**src/rtl/count_ctrl_if.sv**
```systemverilog
// Control/config/status bundle for count_ctrl: master drives commands and config,
// slave (the counter) returns count and status flags.
interface count_ctrl_if #(
    parameter int WIDTH = 4
);
    logic             cfg_we;
    logic [WIDTH-1:0] cfg_limit;
    logic             cfg_mode;
    logic             cfg_dir;
    logic             start;
    logic             stop;
    logic             clear;
    logic [WIDTH-1:0] count;
    logic             cnt_en;
    logic             busy;
    logic             tc;
    logic             done;
    logic             cfg_err;

    modport master (
        output cfg_we, cfg_limit, cfg_mode, cfg_dir, start, stop, clear,
        input  count, cnt_en, busy, tc, done, cfg_err
    );

    modport slave (
        input  cfg_we, cfg_limit, cfg_mode, cfg_dir, start, stop, clear,
        output count, cnt_en, busy, tc, done, cfg_err
    );
endinterface

```
**src/rtl/count_ctrl.sv**
```systemverilog
// Configurable up/down terminal counter with one-shot/periodic modes and
// IDLE/RUN/PAUSE/DONE control; every output comes straight from a flop.
module count_ctrl #(
    parameter int WIDTH = 4
) (
    input logic         clk,
    input logic         rstn,
    count_ctrl_if.slave bus
);
    typedef enum logic [1:0] {IDLE, RUN, PAUSE, DONE} state_t;

    state_t           state, state_nx;
    logic [WIDTH-1:0] count_q, count_nx;
    logic [WIDTH-1:0] limit_q, limit_nx;
    logic             mode_q, mode_nx;
    logic             dir_q, dir_nx;
    logic             tc_q, tc_nx;
    logic             err_q, err_nx;
    logic             cnt_en_q, busy_q, done_q;
    logic             wr_cfg;
    logic [WIDTH-1:0] start_val, term_val;

    always_comb begin
        state_nx  = state;
        count_nx  = count_q;
        tc_nx     = 1'b0;
        err_nx    = 1'b0;
        wr_cfg    = 1'b0;
        start_val = dir_q ? limit_q : '0;
        term_val  = dir_q ? '0 : limit_q;

        if (bus.clear) begin
            state_nx = IDLE;
            count_nx = '0;
        end else if (bus.stop && state == RUN) begin
            state_nx = PAUSE;
        end else begin
            case (state)
                IDLE, DONE: begin
                    if (bus.start) begin
                        if (limit_q != '0) begin
                            state_nx = RUN;
                            count_nx = start_val;
                        end else begin
                            // rejected start: a simultaneous config write still lands
                            err_nx = 1'b1;
                            wr_cfg = bus.cfg_we;
                        end
                    end else begin
                        wr_cfg = bus.cfg_we;
                    end
                end
                PAUSE: begin
                    if (bus.start)       state_nx = RUN;
                    else if (bus.cfg_we) err_nx   = 1'b1;
                end
                RUN: begin
                    err_nx = bus.cfg_we;
                    // periodic mode reloads right after the terminal value, no gap
                    if (count_q == term_val) count_nx = start_val;
                    else if (dir_q)          count_nx = count_q - WIDTH'(1);
                    else                     count_nx = count_q + WIDTH'(1);
                    if (count_nx == term_val) begin
                        tc_nx = 1'b1;
                        if (!mode_q) state_nx = DONE;
                    end
                end
                default: state_nx = IDLE;
            endcase
        end

        limit_nx = wr_cfg ? bus.cfg_limit : limit_q;
        mode_nx  = wr_cfg ? bus.cfg_mode  : mode_q;
        dir_nx   = wr_cfg ? bus.cfg_dir   : dir_q;
    end

    always_ff @(posedge clk or negedge rstn) begin
        if (!rstn) begin
            state    <= IDLE;
            count_q  <= '0;
            limit_q  <= '1;
            mode_q   <= 1'b0;
            dir_q    <= 1'b0;
            tc_q     <= 1'b0;
            err_q    <= 1'b0;
            cnt_en_q <= 1'b0;
            busy_q   <= 1'b0;
            done_q   <= 1'b0;
        end else begin
            state    <= state_nx;
            count_q  <= count_nx;
            limit_q  <= limit_nx;
            mode_q   <= mode_nx;
            dir_q    <= dir_nx;
            tc_q     <= tc_nx;
            err_q    <= err_nx;
            cnt_en_q <= (state_nx == RUN);
            busy_q   <= (state_nx == RUN) || (state_nx == PAUSE);
            done_q   <= (state_nx == DONE);
        end
    end

    assign bus.count   = count_q;
    assign bus.cnt_en  = cnt_en_q;
    assign bus.busy    = busy_q;
    assign bus.tc      = tc_q;
    assign bus.done    = done_q;
    assign bus.cfg_err = err_q;
endmodule

```
**src/flat_wrapper.sv**
```systemverilog
// flat-port wrapper written by rule: the top's interface ports become plain ports
module count_ctrl_flat 
#(
    parameter int WIDTH = 4
)
  (clk, rstn, bus_cfg_we, bus_cfg_limit, bus_cfg_mode, bus_cfg_dir, bus_start, bus_stop, bus_clear, bus_count, bus_cnt_en, bus_busy, bus_tc, bus_done, bus_cfg_err);
  count_ctrl_if #(.WIDTH(WIDTH)) bus_i ();
  input logic clk;
  input logic rstn;
  input wire logic [$bits(bus_i.cfg_we)-1:0] bus_cfg_we;
  input wire logic [$bits(bus_i.cfg_limit)-1:0] bus_cfg_limit;
  input wire logic [$bits(bus_i.cfg_mode)-1:0] bus_cfg_mode;
  input wire logic [$bits(bus_i.cfg_dir)-1:0] bus_cfg_dir;
  input wire logic [$bits(bus_i.start)-1:0] bus_start;
  input wire logic [$bits(bus_i.stop)-1:0] bus_stop;
  input wire logic [$bits(bus_i.clear)-1:0] bus_clear;
  output wire logic [$bits(bus_i.count)-1:0] bus_count;
  output wire logic [$bits(bus_i.cnt_en)-1:0] bus_cnt_en;
  output wire logic [$bits(bus_i.busy)-1:0] bus_busy;
  output wire logic [$bits(bus_i.tc)-1:0] bus_tc;
  output wire logic [$bits(bus_i.done)-1:0] bus_done;
  output wire logic [$bits(bus_i.cfg_err)-1:0] bus_cfg_err;
  assign bus_i.cfg_we = bus_cfg_we;
  assign bus_i.cfg_limit = bus_cfg_limit;
  assign bus_i.cfg_mode = bus_cfg_mode;
  assign bus_i.cfg_dir = bus_cfg_dir;
  assign bus_i.start = bus_start;
  assign bus_i.stop = bus_stop;
  assign bus_i.clear = bus_clear;
  assign bus_count = bus_i.count;
  assign bus_cnt_en = bus_i.cnt_en;
  assign bus_busy = bus_i.busy;
  assign bus_tc = bus_i.tc;
  assign bus_done = bus_i.done;
  assign bus_cfg_err = bus_i.cfg_err;
  count_ctrl #(.WIDTH(WIDTH)) u_core (.clk(clk), .rstn(rstn), .bus(bus_i));
endmodule
```
**config.mk**
```make
export PLATFORM = sky130hd
export DESIGN_NAME = count_ctrl_flat
export DESIGN_NICKNAME = d
export VERILOG_FILES = /design/src/rtl/count_ctrl_if.sv /design/src/rtl/count_ctrl.sv /design/src/flat_wrapper.sv
export SDC_FILE = /design/constraint.sdc
export NUM_CORES = 1
export LEC_CHECK = 0
export CAP_MARGIN = 20
export CORE_AREA = 4 4 56 58
export CTS_BUF_LIST = sky130_fd_sc_hd__clkbuf_8
export CTS_CLUSTER_SIZE = 8
export DETAILED_ROUTE_END_ITERATION = 10
export DIE_AREA = 0 0 60 62
export PLACE_DENSITY = 0.71
export SLEW_MARGIN = 0
export SYNTH_ARGS = -nofsm -noshare
export SYNTH_HDL_FRONTEND = slang
export SYNTH_SLANG_ARGS = --single-unit
```
**constraint.sdc**
```tcl
create_clock -name clk -period 4.2 [get_ports clk]
set_clock_uncertainty 0.1 [all_clocks]
set_input_delay 0.42 -clock clk [delete_from_list [all_inputs] [get_ports clk]]
set_output_delay 0.42 -clock clk [all_outputs]
set_load 0.05 [all_outputs]
```
==> results of run 1 <==
[through the flow]
step           area (µm²)  power, mW
3_5_place_dp         1400      0.998
3_3_place_gp         1400      0.975
5_1_grt              1440       1.22
2_1_floorplan        1200      0.853
4_1_cts              1440       1.13
6_report             1440       1.12
[state kept, by name (all words and copies together) (netlist names)]
register and count:
u_core.bus.count 4, u_core.bus.done 1, u_core.state 2, u_core.bus.tc 1, u_core.bus.cfg_err 1, u_core.mode_q 1, u_core.dir_q 1, u_core.bus.busy 1
u_core.bus.cnt_en 1, u_core.limit_q 4
[how the worst min path moves through the flow]
stage	to	cells past startpoint
finish	u_core.mode_q	1
global route	u_core.mode_q	1
CTS	u_core.mode_q	1
detailed placement	u_core.mode_q	1
global placement	u_core.mode_q	1
floorplan	u_core.bus.busy	0
[final cells by class]
| type | count | area (µm²) | share of cell area (%) |
|---|---|---|---|
| multi-input cells | 97 | 707 | 49.0 |
| flip-flops and latches | 17 | 430 | 29.8 |
| repair buffers | 20 | 200 | 13.9 |
| clock buffers | 3 | 41.3 | 2.86 |
| well taps | 31 | 38.8 | 2.69 |
| inverters | 5 | 18.8 | 1.30 |
| clock inverters | 1 | 7.51 | 0.520 |
[power groups by stage]
stage / logic [mW] / registers (mW) / clock network, mW
floorplan: 0.491 / 0.363 / 0
global placement: 0.623 / 0.352 / 0
detailed placement: 0.642 / 0.356 / 0
CTS: 0.649 / 0.353 / 0.127
global route: 0.717 / 0.370 / 0.133
finish: 0.648 / 0.353 / 0.123
[layout by cell type (no fill, tap or decap), types with 2 or more instances in the layout]
cell / instances
ha_1: 7
or2_2: 2
mux2_2: 6
nor3_1: 3
inv_1: 5
nand2b_1: 2
nand4b_1: 2
clkdlybuf4s50_1: 20
a21oi_1: 10
xnor2_1: 2
nand2_1: 8
dfstp_2: 4
nand3_1: 4
o211ai_1: 3
a211oi_1: 3
clkbuf_8: 3
nor2b_1: 3
o21bai_1: 2
o21ai_0: 7
nor2_1: 11
dfrtp_1: 13
[metal layers]
| metal | share of wire [%] | up-vias | GRT usage [%] |
|---|---|---|---|
| li1 | - | 492 | - |
| met1 | 42 | 508 | 19.7 |
| met2 | 51 | 33 | 27.6 |
| met3 | 5.6 | 4 | 3.93 |
| met4 | 1.0 | 0 | 2.53 |
| met5 | 0 | - | 0 |
[cells by family after synthesis]
family          count (synthesis)  synth area share, %
mux                             7                 6.90
compound gates                 37                 21.4
simple gates                   42                 19.6
fa+ha+maj                       8                 9.00
xor+xnor                        3                 2.20
buf+inv                        11                 4.92
flops                          17                 36.0
==> reports/metrics.cfg, run 1 <==
[pwr]
clockPowerShare_pct=10.9
power_density_nw_per_um2=778
p_leak_nw=0.575
switching_power_uw=530
p_comb_share_pct=57.7
switching_share_pct=47.2
ir_worst_vdd_v=0.000461
p_int_uw=594
p_seq_share_pct=31.4

[sta]
finalMaxSlewViolations=0
setup_ws_ns=1.30
timing.final.hold_violations=0
tightestPinTransition_ns=0.764
layout_min_cycle_time_ns=2.90
fmax_mhz=344
period_share_pct=69.1
hold_ws_ns=0.416
tns_ns=0
rsz0062_at_grt=no
setup-violations-final=0
slew-limit-headroom_pct=48.9

[finish]
final_util_pct=54.2
finalNonFillerCells=174
diodes=0
syn_to_final_growth_pct=20.7
layout-drive-gt1-share_pct=17.5
final_nets=164
fillers=241

[logic_synthesis]
synthArstFlopShare_pct=100
synth_common_cells=dfrtp_1, nor2_1, a21oi_1, nand2_1
synth_edf_count=0
synth_top_area_share_pct=27.2
synth_seq_area_share_pct=36.0
synth.largest_area_cell=dfrtp_1
synth_most_common_cell=dfrtp_1
ys.flop_type=dfrtp_1
yosysWarnings=0
syn_avg_cell_area_um2=9.57
ys_types=44
syn_nets=145
syn_inst=125
ys_seq_elements=17
yosys-top-cells-area=dfrtp_1, dfstp_2, ha_1, mux2_2, a21oi_1
syn-cell-area_um2=1200

[grt]
grt_pass1_vias=1016
grt_antenna_before_repair=0
grt.overflow.total=0
grt_max_degree=25
grt_pass1_wl_um=4420
grtUsageTotal_pct=15.7

[routing]
num_vias=1037
drc=0
drt.antenna.violating_nets=0
drt_iter0_drc=39
route.detailed.wl_per_inst_um=15.1
vias_per_cell=5.96
wirelength_um=2630
dr.pass1.iters=4

[cts]
root_buffer=clkbuf_8
cts_sinks=17
cts_hold_buf=0
cts_resized=0
clk_latency_ns=0.25
clk_pin_slew_ns=0.07
postCtsSetupBuffers=0
cts_tree=yes
htree_levels=1
cts_made_buffers=3
clk_path_buf_depth=2

[flow_run]
max-cap-violations=0

[place]
globalplace.congestion=0.830
dp_slack_ns=1.37
place_inst=170
port_buffers=20
hpwl_um=2010

[worst_setup_path]
cp-end-kind=flip-flop
r2r_end=u_core.bus.busy
r2r_cells=9
worst-r2r-setup-slack_ns=1.30
startpoint_type=flip-flop
crit_chain=ha_1 -> a21oi_1 -> a21oi_1 -> or2_2 -> o22ai_1 -> o211ai_1 -> o31a_1 -> ha_1 -> inv_1
r2r_start=u_core.dir_q
critPathBufInv=1
cp.arrival_ns=2.96
startpoint=u_core.dir_q
cp-endpoint=u_core.bus.busy
cp_num_cells=9
path_class=flip-flop to flip-flop
cp_max_fo=24
cp_top_family=compound AO/OA/AOI/OAI gates
critPathMaxStageDelay_ns=0.73
cp.required_ns=4.25
cpMaxStageDelayCell=dfrtp_1

[hold_path]
hold_path_class=flip-flop to flip-flop
min_from=u_core.mode_q

[die]
start_util_pct=44.9
die_area_um2=3720
coreArea_um2=2660
rows=19
die_h_um=62
die_x_um=60
pin_count=21

[status]
status=finished, final reports clean

Power figures use the tool's default switching activity.
==> run 2: changes to the inputs <==
- PLACE_DENSITY: 0.71 -> 0.74
- clock period: 4.2 -> 2.4 ns (I/O delays scaled with it)
==> reports/metrics.cfg, run 2 (synthesis gave the netlist of run 1 again) <==
[status]
status=finished, violations left
failed_checks=setup timing

[pwr]
p_seq_share_pct=23.7  ; -7.7 points
ir_worst_vdd_v=0.000812  ; +76%
switching_power_mw=1.11  ; +110%
clockPowerShare_pct=8.7  ; -2.2 points
p_comb_share_pct=67.6  ; +9.9 points
p_leak_nw=0.678  ; +18%
switching_share_pct=45.4  ; -1.8 points
p_int_mw=1.34  ; +130%
power_density_nw_per_um2=1450  ; +87%

[grt]
grtUsageTotal_pct=16.9  ; +1.3 points
grt_antenna_before_repair=0  ; unchanged
grt_pass1_wl_um=4730  ; +7.0%
grt_max_degree=15  ; -40%
grt_pass1_vias=1041  ; +2.5%
grt.overflow.total=0  ; unchanged

[routing]
drc=0  ; unchanged
drt.antenna.violating_nets=0  ; unchanged
dr.pass1.iters=4  ; unchanged
vias_per_cell=5.78  ; -3.1%
drt_iter0_drc=42  ; +7.7%
wirelength_um=3080  ; +17%
route.detailed.wl_per_inst_um=16.0  ; +6.2%
num_vias=1109  ; +6.9%

[finish]
layout_common_cells=clkdlybuf4s50_1, buf_4, nor2_1
layout_commonest_cell=clkdlybuf4s50_1
layout-drive-gt1-share_pct=37.9  ; +20 points
fillers=221  ; -8.3%
diodes=0  ; unchanged
syn_to_final_growth_pct=41.1
final_nets=182  ; +11%
finalNonFillerCells=192  ; +10%

[die]
rows=19  ; unchanged
die_x_um=60  ; unchanged
pin_count=21  ; unchanged
die_h_um=62  ; unchanged
die_area_um2=3720  ; unchanged
coreArea_um2=2660  ; unchanged
start_util_pct=44.9  ; unchanged

[cts]
cts_made_buffers=3  ; unchanged
htree_levels=1  ; unchanged
cts_tree=yes
clk_pin_slew_ns=0.07  ; about the same
clk_path_buf_depth=2  ; unchanged
root_buffer=clkbuf_8
clk_latency_ns=0.25  ; about the same
cts_sinks=17  ; unchanged
cts_hold_buf=0  ; unchanged

[worst_setup_path]
r2r_start=u_core.dir_q
startpoint_type=flip-flop
worst-r2r-setup-slack_ns=-0.02  ; -1.31 ns
r2r_cells=9  ; unchanged
path_class=flip-flop to flip-flop
cp-end-kind=flip-flop
cp.arrival_ns=2.47  ; -0.49 ns
r2r_end=u_core.bus.busy
cp.required_ns=2.45  ; -1.80 ns
cp_max_fo=6  ; -75%

[place]
port_buffers=20  ; unchanged
place_inst=179  ; +5.3%
hpwl_um=2080  ; +3.1%
globalplace.congestion=0.925  ; +12%
dp_slack_ns=-0.0700  ; -1.44 ns

[sta]
timing.final.hold_violations=0  ; unchanged
setup-violations-final=2  ; +2
tightestPinTransition_ns=0.650  ; -0.113 ns
layout_min_cycle_time_ns=2.42  ; -0.486 ns
rsz0062_at_grt=yes
hold_ws_ns=0.287  ; -0.129 ns
slew-limit-headroom_pct=56.5  ; +7.6 points
finalMaxSlewViolations=0  ; unchanged
period_share_pct=101  ; +32 points
fmax_mhz=414  ; +20%
setup_ws_ns=-0.0166  ; -1.31 ns

[flow_run]
max-cap-violations=0  ; unchanged

[hold_path]
hold_path_class=input port to async pin

## run 2: changes by cell type in the layout (fill, tap and decap cells not counted), moves of 2 or more
cell / previous run / this run
a21oi_4: 0 / 2
nand3_1: 4 / 2
ha_4: 0 / 2
ha_1: 7 / 5
buf_4: 0 / 17
nand3_2: 1 / 3
dfrtp_1: 13 / 9
dfrtp_2: 0 / 4
a21oi_1: 10 / 7
## run 2: power groups by stage
stage                     sequential (mW)  clock (mW)  combinational (mW)
after floorplan                     0.652           0               0.912
final                               0.582       0.212                1.66
after global placement              0.572           0                1.34
after CTS                           0.581       0.217                1.44
after global routing                0.603       0.231                1.79
after detailed placement            0.577           0                1.35
## run 2: how the worst max path moves through the flow
stage | start | to | slack (ns) | cells past startpoint
floorplan | u_core.bus.count[2] | u_core.bus.busy | 0.03 | 9
finish | u_core.dir_q | u_core.bus.busy | -0.02 | 9
detailed placement | u_core.dir_q | u_core.bus.done | -0.07 | 8
global placement | u_core.dir_q | u_core.bus.busy | 0.008 | 9
global route | u_core.dir_q | u_core.bus.done | -0.10 | 9
CTS | u_core.dir_q | u_core.bus.busy | 0.006 | 9
## run 2: timing repair
item | in CTS | in global routing
setup buffers | 4 | 5
pin swaps | 1 | 10
gates resized for setup | 6 | 9
endpoints found under the setup margin | 2 | 5
## run 2: through the flow
stage	instance area, µm²	setup TNS [ns]	power [mW]	util [%]
6_report	1690	-0.0288	2.45	63.4
5_1_grt	1690	-0.206	2.62	63.4
4_1_cts	1600	0	2.23	60.2
3_5_place_dp	1510	-0.135	1.93	56.6
3_3_place_gp	1510	0	1.92	56.6
2_1_floorplan	1240	0	1.56	-
## run 2: metal layers
metal / up-vias / routed length [µm] / track usage, %
li1: 532 / - / -
met1: 529 / 1290 / 22.6
met2: 37 / 1530 / 27.0
met3: 11 / 171 / 2.89
met4: 0 / 88 / 7.28
met5: - / 0 / 0
## run 2: final cells by class
cell class	instances	area, µm²	share of cell area [%]
well taps	31	38.8	2.30
multi-input cells	97	811	48.0
clock inverters	1	3.75	0.222
clock buffers	3	41.3	2.45
flip-flops and latches	17	435	25.8
repair buffers	38	339	20.1
inverters	5	18.8	1.11
## run 2: critical path, stage by stage (launching register included)
cell      delay, ns
dfrtp_2        0.48
ha_4           0.32
nand3_2        0.09
and3_4         0.17
or2_4          0.25
o22ai_2        0.12
o211ai_1       0.17
o31a_1         0.32
ha_1           0.27
inv_1          0.03
==> run 3: changes to the inputs <==
- RECOVER_POWER: unset -> 100
==> reports/metrics.cfg, run 3 (synthesis gave the netlist of run 1 again) <==
[sta]
tns_ns=-0.0349  ; -0.00606 ns
timing.final.hold_violations=0  ; unchanged
fmax_mhz=413  ; about the same
layout_min_cycle_time_ns=2.42  ; +0.00228 ns
period_share_pct=101  ; about the same
setup-violations-final=2  ; unchanged
tightestPinTransition_ns=0.652  ; +0.00229 ns
finalMaxSlewViolations=0  ; unchanged
slew-limit-headroom_pct=56.4  ; -0.16 points
setup_ws_ns=-0.0189  ; -0.00228 ns
rsz0062_at_grt=yes

[finish]
layout-drive-gt1-share_pct=36.0  ; -1.9 points
layout_common_cells=buf_4, clkdlybuf4s50_1, nor2_1
stdcell_area_um2=1680  ; -0.74%
fillers=224  ; +1.4%
regArea_um2=435  ; unchanged
multi_input_comb_area_um2=802  ; -1.1%
syn_to_final_growth_pct=40.1
layout_commonest_cell=buf_4
diodes=0  ; unchanged
final_nets=182  ; unchanged

[routing]
drt.antenna.violating_nets=0  ; unchanged
drc=0  ; unchanged
wirelength_um=3100  ; +0.71%
dr.pass1.iters=4  ; unchanged
num_vias=1128  ; +1.7%
drt_iter0_drc=36  ; -14%
route.detailed.wl_per_inst_um=16.2  ; +0.71%
vias_per_cell=5.88  ; +1.7%

[cts]
root_buffer=clkbuf_8
clk_latency_ns=0.25  ; about the same
cts_hold_buf=0  ; unchanged
htree_levels=1  ; unchanged
cts_made_buffers=3  ; unchanged
clk_path_buf_depth=2  ; unchanged
cts_tree=yes
clk_pin_slew_ns=0.07  ; about the same
cts_sinks=17  ; unchanged

[flow_run]
max-cap-violations=0  ; unchanged

[worst_setup_path]
cp.arrival_ns=2.47  ; about the same
worst-r2r-setup-slack_ns=-0.02  ; about the same
path_class=flip-flop to flip-flop
cp_max_fo=6  ; unchanged
cp.required_ns=2.45  ; about the same
cp-end-kind=flip-flop
startpoint_type=flip-flop

[die]
rows=19  ; unchanged
pin_count=21  ; unchanged
coreArea_um2=2660  ; unchanged
die_area_um2=3720  ; unchanged
die_x_um=60  ; unchanged
die_h_um=62  ; unchanged
start_util_pct=44.9  ; unchanged

[status]
failed_checks=setup timing
status=finished, violations left

[pwr]
power_density_nw_per_um2=1450  ; +0.12%
p_leak_nw=0.693  ; +2.1%
ir_worst_vdd_v=0.000821  ; +1.1%

[grt]
grt_pass1_vias=1041  ; unchanged
grtUsageTotal_pct=16.9  ; unchanged
grt.overflow.total=0  ; unchanged
grt_antenna_before_repair=0  ; unchanged
grt_pass1_wl_um=4730  ; unchanged
grt_max_degree=15  ; unchanged

[place]
hpwl_um=2080  ; unchanged
place_area_um2=1510  ; unchanged
port_buffers=20  ; unchanged
globalplace.congestion=0.925  ; unchanged

[hold_path]
hold_path_class=input port to async pin

## run 3: cell types whose count changed in the layout (fill, tap and decap cells not counted)
cell and delta:
a21boi_0 +1, a21boi_2 -1, buf_4 -1, clkbuf_1 +1
clkdlybuf4s50_1 -8, dlygate4sd3_1 +8, nand3_1 +1, nand3_2 -1
## run 3: final timing paths
| check | start | cells after the start | end |
|---|---|---|---|
| worst max-delay path | u_core.dir_q | 9 | u_core.bus.busy |
| worst min-delay path | rstn | 1 | u_core.bus.count[2] |
| max in group asynchronous | rstn | 2 | u_core.limit_q[2] |
| worst min register to register | u_core.mode_q | 1 | u_core.mode_q |
| min in group clk | u_core.mode_q | 1 | u_core.mode_q |
| worst max register to register | u_core.dir_q | 9 | u_core.bus.busy |
## run 3: timing repair
action | CTS | global route
endpoints found under the hold margin | 0 | 0
pin swaps | 1 | 10
resized for setup | 6 | 9
endpoints found under the setup margin | 2 | 5
buffers inserted | 4 | 5
## run 3: layout make-up
| type | count | share of cell area [%] |
|---|---|---|
| Multi-Input combinational cell | 97 | 47.9 |
| Clock buffer | 3 | 2.46 |
| Clock inverter | 1 | 0.224 |
| Sequential cell | 17 | 26.0 |
| Inverter | 5 | 1.12 |
| Tap cell | 31 | 2.32 |
| Timing Repair Buffer | 38 | 20.0 |
## run 3: power by group
group / switching (mW) / internal (mW) / total (mW)
registers: 0.162 / 0.422 / 0.584
logic: 0.851 / 0.787 / 1.64
clock network: 0.0998 / 0.114 / 0.213
total: 1.11 / 1.32 / 2.44
## run 3: per-stage QoR
step,util [%],instances,worst slack [ns],hold slack (ns),power (mW)
final,62.9,192,-0.0189,0.355,2.44
after detailed placement,56.6,179,-0.0700,0.402,1.93
after floorplan,-,125,0.0279,-0.156,1.56
after global placement,56.6,179,0.00808,0.397,1.92
after global routing,62.9,192,-0.104,0.404,2.60
after CTS,60.2,187,0.00563,0.316,2.23
## run 3: per-layer routing
layer	share of wire, %	track usage, %	vias to the layer above	wire (µm)
li1	-	-	530	-
met1	42	22.6	546	1310
met2	49	27.0	41	1530
met3	5.6	2.89	11	173
met4	2.9	7.28	0	89
met5	0	0	-	0
## run 3: critical path: stages (launching register included)
cell	delay, ns
dfrtp_2	0.48
ha_4	0.32
nand3_2	0.09
and3_4	0.17
or2_4	0.25
o22ai_2	0.12
o211ai_1	0.17
o31a_1	0.32
ha_1	0.27
inv_1	0.03
